<file path="src/rtl/arith_result_accumulator.sv">
// Batch accumulator for 6-bit add/multiply results: sums NUM_OPS beats modulo
// 2^ACC_W and presents the total with sticky overflow and mixed-kind flags.
module arith_result_accumulator #(
  parameter int unsigned NUM_OPS = 8,
  parameter int unsigned ACC_W   = 8,
  localparam int unsigned CNT_W  = $clog2(NUM_OPS + 1)
) (
  input  logic             clk,
  input  logic             rst,
  input  logic             clear,
  input  logic             in_valid,
  output logic             in_ready,
  input  logic [5:0]       in_data,
  input  logic             in_is_sum,
  output logic             out_valid,
  input  logic             out_ready,
  output logic [ACC_W-1:0] out_acc,
  output logic [CNT_W-1:0] out_count,
  output logic             out_overflow,
  output logic             out_mixed
);

  typedef enum logic [1:0] {
    S_IDLE,
    S_ACC,
    S_DONE
  } state_t;

  state_t           state;
  logic [ACC_W-1:0] acc;
  logic [CNT_W-1:0] count;
  logic             overflow;
  logic             mixed;
  logic             kind;

  logic             accept;
  logic [ACC_W-1:0] data_ext;
  logic [ACC_W:0]   sum;
  logic [CNT_W-1:0] count_nxt;
  logic             last_beat;

  assign in_ready  = (state != S_DONE) & ~clear & ~rst;
  assign accept    = in_valid & in_ready;
  assign data_ext  = {{(ACC_W - 6){1'b0}}, in_data};
  assign sum       = {1'b0, acc} + {1'b0, data_ext};
  assign count_nxt = count + CNT_W'(1);
  assign last_beat = (count_nxt == CNT_W'(NUM_OPS));

  // Outputs come straight from state/registers; nothing combinational reaches them.
  assign out_valid    = (state == S_DONE);
  assign out_acc      = acc;
  assign out_count    = count;
  assign out_overflow = overflow;
  assign out_mixed    = mixed;

  always_ff @(posedge clk) begin
    if (rst || clear) begin
      state    <= S_IDLE;
      acc      <= '0;
      count    <= '0;
      overflow <= 1'b0;
      mixed    <= 1'b0;
      kind     <= 1'b0;
    end else begin
      case (state)
        S_IDLE: begin
          if (accept) begin
            acc      <= data_ext;
            count    <= CNT_W'(1);
            kind     <= in_is_sum;
            overflow <= 1'b0;
            mixed    <= 1'b0;
            state    <= (NUM_OPS == 1) ? S_DONE : S_ACC;
          end
        end
        S_ACC: begin
          if (accept) begin
            acc      <= sum[ACC_W-1:0];
            overflow <= overflow | sum[ACC_W];
            mixed    <= mixed | (in_is_sum != kind);
            count    <= count_nxt;
            if (last_beat) state <= S_DONE;
          end
        end
        S_DONE: begin
          if (out_ready) state <= S_IDLE;
        end
        default: state <= S_IDLE;
      endcase
    end
  end

endmodule

</file>
<file path="config.mk">
export PLATFORM = sky130hd
export DESIGN_NAME = arith_result_accumulator
export DESIGN_NICKNAME = d
export VERILOG_FILES = /design/src/rtl/arith_result_accumulator.sv
export SDC_FILE = /design/constraint.sdc
export NUM_CORES = 1
export LEC_CHECK = 0
export BUFFER_PORTS_ARGS = -buffer_cell sky130_fd_sc_hd__buf_2
export CORE_UTILIZATION = 35
export DETAILED_ROUTE_END_ITERATION = 16
export RECOVER_POWER = 100
export SLEW_MARGIN = 0
export SYNTH_ARGS = -nofsm -noshare
export SYNTH_HDL_FRONTEND = slang
export SYNTH_SLANG_ARGS = --single-unit
</file>
<file path="constraint.sdc">
create_clock -name clk -period 2.3 [get_ports clk]
set_clock_uncertainty 0.1 [all_clocks]
set_input_delay 0.115 -clock clk [delete_from_list [all_inputs] [get_ports clk]]
set_output_delay 0.115 -clock clk [all_outputs]
set_load 0.1 [all_outputs]
</file>
==> reports/results.ini, run 1 <==
[yosys]
yosysWarnings=0
synth.top_cells.by_area=dfxtp_1 33%, ha_1 8.5%, nor2_1 5.8%, a21oi_1 4.4%, o21ai_0 4.4%
yosys.area.top_type=dfxtp_1
netlist_instances=125
synth_top_area_share_pct=33.0
syn_area_mm2=0.00103
ys_ff_latch=17
ys_seq_area_share_pct=33.0
avgSynthCellArea_um2=8.25
yosys.cell_types.count=34
syn-num-nets=145

[power]
pwr-share-seq_pct=49.1
p_int_w=0.000412
p_sw_w=0.000215
totalPowerFinal_w=0.000627
peakVddDrop_mv=0.246
clockPowerShare_pct=26.6
netSwitchingFraction_pct=34.3
p_leak_nw=0.489
comb_power_share_pct=24.2
powerDensity_mw_per_mm2=504

[place]
place_congestion=0.839
hpwl_um=1810
portBuffers=27

[setup_path]
cp_num_buf_inv=1
crit_fanout=3
path_cells=ha_1, inv_1, fa_1, nand2b_1, a21oi_1, o221ai_1, xor2_1, nor2_1
worst_setup_path_end_kind=flop
cp_slowest_stage_delay_ns=0.40
cp_slowest_cell=fa_1
path_class=flop to flop
start_kind=flop
crit_family=adder cells
rrSetupSlack_ns=0.26
critPathRequiredTime_ns=2.38
arrival_ns=2.12

[routing]
post-route-drc-count=0
routedWlPerCell_um=12.9
num_vias=981
via_per_inst=5.22
ant_nets=0
dr.first_iter.drc_count=19
wl_um=2430
dr.pass1.iters=4

[clocking]
cts-htree-levels=1
ctsResizeCount=0
cts_setup_buffers=0
clock-sinks=17
path_clk_slew_ns=0.11
cts_made_buffers=3
cts_buffer_depth=2
clk_latency_ns=0.29
cts_tree=done
clockRootBuffer=clkbuf_4

[status]
status=complete, no violations

[floorplanning]
die_h_um=56.3
die_w_um=56.3
rows=19
start_util_pct=37.1
boundaryPins=28
dieArea_mm2=0.00317
core_mm2=0.00278

[global_route]
grt_pass1_vias=875
antenna_found_initial=0
grt_max_degree=15
overflow=0
grt_pass1_wl_um=4100
grt_use_total_pct=16.1

[timing]
period_share_pct=88.7
rsz0062_at_grt=false
timing.hold.ws_ns=0.0575
maxSlewHeadroom_pct=22.0
period_needed_ns=2.04
setup_viol=0
final.setup.tns_ns=0
finalHoldViolCount=0
timing.fmax_mhz=490
report.final.slew_viol_count=0
worst_pin_slew_ns=1.18

[layout]
drive_gt1_share_pct=14.0
fillers=295
multi_input_area_um2=643
final_nets=178
area_growth_pct=20.6
diodes=0
final_common_cell=clkbuf_1
mostFrequentLayoutCells=17 x clkbuf_1, 16 x dfxtp_1, 14 x nor2_1
seq_area_um2=342

[flow_run]
drv_cap=0

[min_path]
hp-class=primary input to flop

stage by stage:
step | setup WS [ns] | utilization [%] | cell area [µm²] | instances
final | 0.259 | 44.7 | 1240 | 188
after CTS | 0.301 | 45.9 | 1280 | 188
after floorplan | 0.00476 | - | 1040 | 125
after detailed placement | 0.312 | 43.5 | 1210 | 180
after global placement | 0.364 | 43.5 | 1210 | 180
after global routing | 0.111 | 44.7 | 1240 | 188
power groups by stage:
| stage | registers (W) | clock network [W] | logic, W |
|---|---|---|---|
| finish | 0.000308 | 0.000167 | 0.000152 |
| global route | 0.000309 | 0.000187 | 0.000165 |
| CTS | 0.000308 | 0.000174 | 0.000156 |
| detailed placement | 0.000315 | 0 | 0.000150 |
| global placement | 0.000314 | 0 | 0.000147 |
| floorplan | 0.000354 | 0 | 0.0000738 |
registers in the layout (all words and copies together) (netlist names):
register and cells:
out_mixed 1, out_acc 8, out_count 4, out_overflow 1
kind 1, state 2
cells by family (layout without fill, tap and decap cells):
group / count (synthesis) / count (layout) / share of synthesized area [%]
DFF: 17 / 17 / 33.0
xor gates and xnor gates: 4 / 4 / 3.40
and+or+nand+nor: 45 / 45 / 21.1
AOI/OAI and AO/OA: 37 / 37 / 24.8
adders and majority gates: 8 / 8 / 10.4
buffers and inverters: 11 / 43 / 4.37
muxes: 3 / 3 / 2.91
path summary, 6_finish.rpt:
check                                   from      endpoint  cells after the start
worst max-delay path              out_acc[0]    out_acc[6]                      8
worst min-delay path                     rst    out_acc[5]                      4
worst max register to register    out_acc[0]    out_acc[6]                      8
worst min register to register  out_overflow  out_overflow                      2
repair_timing:
item	CTS	global route
setup endpoints to repair	0	0
hold buffers	4	0
endpoints found under the hold margin	4	0
cell type report:
type	instances	share of cell area, %
multi-input combinational	97	51.7
sequential	17	27.5
timing repair buffer	34	14.0
tap	31	3.12
clock buffer	3	1.81
inverter	5	1.51
clock inverter	1	0.402
layer usage:
layer / share of wire (%) / vias up / global-route usage [%]
met1: 49 / 440 / 22.4
met5: 0 / - / 0
met3: 4.3 / 2 / 3.46
met4: 0.54 / 0 / 4.18
met2: 46 / 21 / 25.2
li1: - / 518 / -
synth_stat cells:
cell type and number:
nor2_1 16, a31oi_1 1, nand2_1 6, nand2b_1 4
o221ai_1 1, a311oi_1 2, ha_1 7, a21o_1 2
and2_1 1, or2_1 1, nor2b_1 4, a21oi_1 9
fa_1 1, nand4b_1 1, o311ai_2 1, xnor2_1 1
or2_2 1, a22oi_1 2, a211oi_2 1, nand3_1 4
buf_2 3, o2111a_1 1, xor2_1 3, nor3_1 5
mux2i_1 3, or3_1 1, o32a_1 1, inv_1 5
nand4_1 1, o211ai_1 3, a211oi_1 4, dfxtp_1 17
o21ai_0 9, clkbuf_1 3
worst reg2reg max path: stages (launching register included):
cell	delay, ns
dfxtp_1	0.37
ha_1	0.22
inv_1	0.07
fa_1	0.40
nand2b_1	0.18
a21oi_1	0.23
o221ai_1	0.17
xor2_1	0.15
nor2_1	0.05
No activity file was read; power rests on OpenSTA's default activity.
==> run 2: changes to the inputs <==
RECOVER_POWER = not set   (was 100)
SKIP_LAST_GASP = 1   (was not set)
clock period = 2.58 ns   (was 2.3 ns; I/O delays follow)
==> run 2 against run 1 <==
Compared with the run above: global-route usage up 0.28 points; largest cell class unchanged; hold slack better by 0.0032 ns; sequential cell count unchanged; first-iteration DRC count down 21%; via count up 2.8%; critical path type unchanged; fmax down 0.68%; clock power down 10%; non-clock buffer count down 1; utilization up 0.72 points; routed wire length down 0.33%; combinational power down 9.9%.
==> reports/results.ini, run 2 (synthesis gave the netlist of run 1 again) <==
[status]
status=complete, no violations

[clocking]
cts-htree-levels=1
cts_made_buffers=3
clk_latency_ns=0.30
cts_buffer_depth=2
clock-sinks=17
cts_tree=done
clockRootBuffer=clkbuf_4
path_clk_slew_ns=0.10
ctsResizeCount=0

[place]
place_congestion=0.811
dp_cells=179
portBuffers=27
postPlaceCellArea_mm2=0.00120
hpwl_um=1810

[floorplanning]
start_util_pct=37.1
boundaryPins=28
die_w_um=56.3
rows=19
die_h_um=56.3
core_mm2=0.00278
dieArea_mm2=0.00317

[layout]
final_cell_area_mm2=0.00126
seq_area_um2=342
diodes=0
largest_register_ff_count=8
final_common_cell=buf_2
final_nets=177
drive_gt1_share_pct=23.7
multi_input_area_um2=648
area_growth_pct=22.6
fillers=297
finalNonFillerCells=187
mostFrequentLayoutCells=27 x buf_2, 16 x dfxtp_1, 15 x nor2_1, 9 x o21ai_0, 9 x a21oi_1

[setup_path]
crit_fanout=3
rrSetupSlack_ns=0.53
r2r_end=out_acc[6]
rr_worst_depth=8
critPathRequiredTime_ns=2.66
path_class=flop to flop
arrival_ns=2.14
worst_setup_path_end_kind=flop
crit_start=out_acc[0]
regToRegStartpoint=out_acc[0]
start_kind=flop

[timing]
worst_pin_slew_ns=0.532
final.setup.tns_ns=0
rsz0062_at_grt=false
timing.fmax_mhz=487
period_share_pct=79.6
finalHoldViolCount=0
period_needed_ns=2.05
report.final.slew_viol_count=0
maxSlewHeadroom_pct=64.6
setup_viol=0

[global_route]
grt_max_degree=15
antenna_found_initial=0
grt_pass1_vias=953
grt_pass1_wl_um=4130
overflow=0
grt_use_total_pct=16.4

[power]
p_leak_nw=0.552
p_int_w=0.000371
peakVddDrop_mv=0.219
powerDensity_mw_per_mm2=444
p_sw_w=0.000190
pwr-share-seq_pct=48.9
netSwitchingFraction_pct=33.8
comb_power_share_pct=24.4
clockPowerShare_pct=26.8

[routing]
num_vias=1008
routedWlPerCell_um=12.9
wl_um=2420
dr.pass1.iters=4
post-route-drc-count=0
via_per_inst=5.39
dr.first_iter.drc_count=15
ant_nets=0

[min_path]
hold_depth=3
hold_end=out_acc[3]
hp-class=primary input to flop
worstHoldStart=in_data[3]

[flow_run]
drv_cap=0

==> run 2: per-stage QoR <==
| stage | total power [W] | hold slack, ns | util (%) | setup WS [ns] |
|---|---|---|---|---|
| 2_1_floorplan | 0.000381 | 0.144 | - | 0.0151 |
| 3_3_place_gp | 0.000410 | 0.290 | 43.0 | 0.645 |
| 3_5_place_dp | 0.000412 | 0.298 | 43.0 | 0.560 |
| 4_1_cts | 0.000572 | 0.0516 | 45.4 | 0.528 |
| 5_1_grt | 0.000593 | 0.0500 | 45.4 | 0.369 |
| 6_report | 0.000561 | 0.0607 | 45.4 | 0.525 |
==> run 2: worst max-delay path by stage <==
stage / cells after the start / slack, ns / endpoint
2_1_floorplan: 4 / 0.02 / in_ready
3_3_place_gp: 8 / 0.65 / out_acc[6]
3_5_place_dp: 8 / 0.56 / out_acc[6]
4_1_cts: 8 / 0.53 / out_acc[6]
5_1_grt: 8 / 0.37 / out_acc[6]
6_report: 8 / 0.53 / out_acc[6]
==> run 2: area by class of cell <==
| class | instances | area share, % |
|---|---|---|
| tap | 31 | 3.07 |
| sequential | 17 | 27.0 |
| multi-input combinational | 97 | 51.3 |
| inverter | 5 | 1.49 |
| clock buffer | 4 | 2.08 |
| timing repair buffer | 33 | 15.0 |
==> run 2: critical path, cell delays in order, from the launching register on <==
cell and delay [ns]:
dfxtp_2 0.35, ha_1 0.20, inv_1 0.07, fa_1 0.41
nand2b_1 0.18, a21oi_1 0.25, o221ai_1 0.17, xor2_1 0.15
nor2_1 0.05
==> run 2: timing repair <==
item                      in CTS  in global routing
hold buffers                   4                  0
buffers inserted               0                  0
hold endpoints to repair       4                  0
==> run 2: per-layer routing <==
layer,up-vias,global-route usage (%),wire length [µm],part of all wire (%)
li1,514,-,-,-
met1,466,21.6,1140,47
met2,24,25.7,1140,47
met3,4,3.00,105,4.3
met4,0,8.01,31,1.3
met5,-,0,0,0
==> run 2: power groups by stage <==
stage / clock network, W / registers [W] / logic (W)
after floorplan: 0 / 0.000316 / 0.0000655
after CTS: 0.000160 / 0.000274 / 0.000137
after detailed placement: 0 / 0.000280 / 0.000132
final: 0.000150 / 0.000274 / 0.000137
after global routing: 0.000169 / 0.000275 / 0.000149
after global placement: 0 / 0.000280 / 0.000130
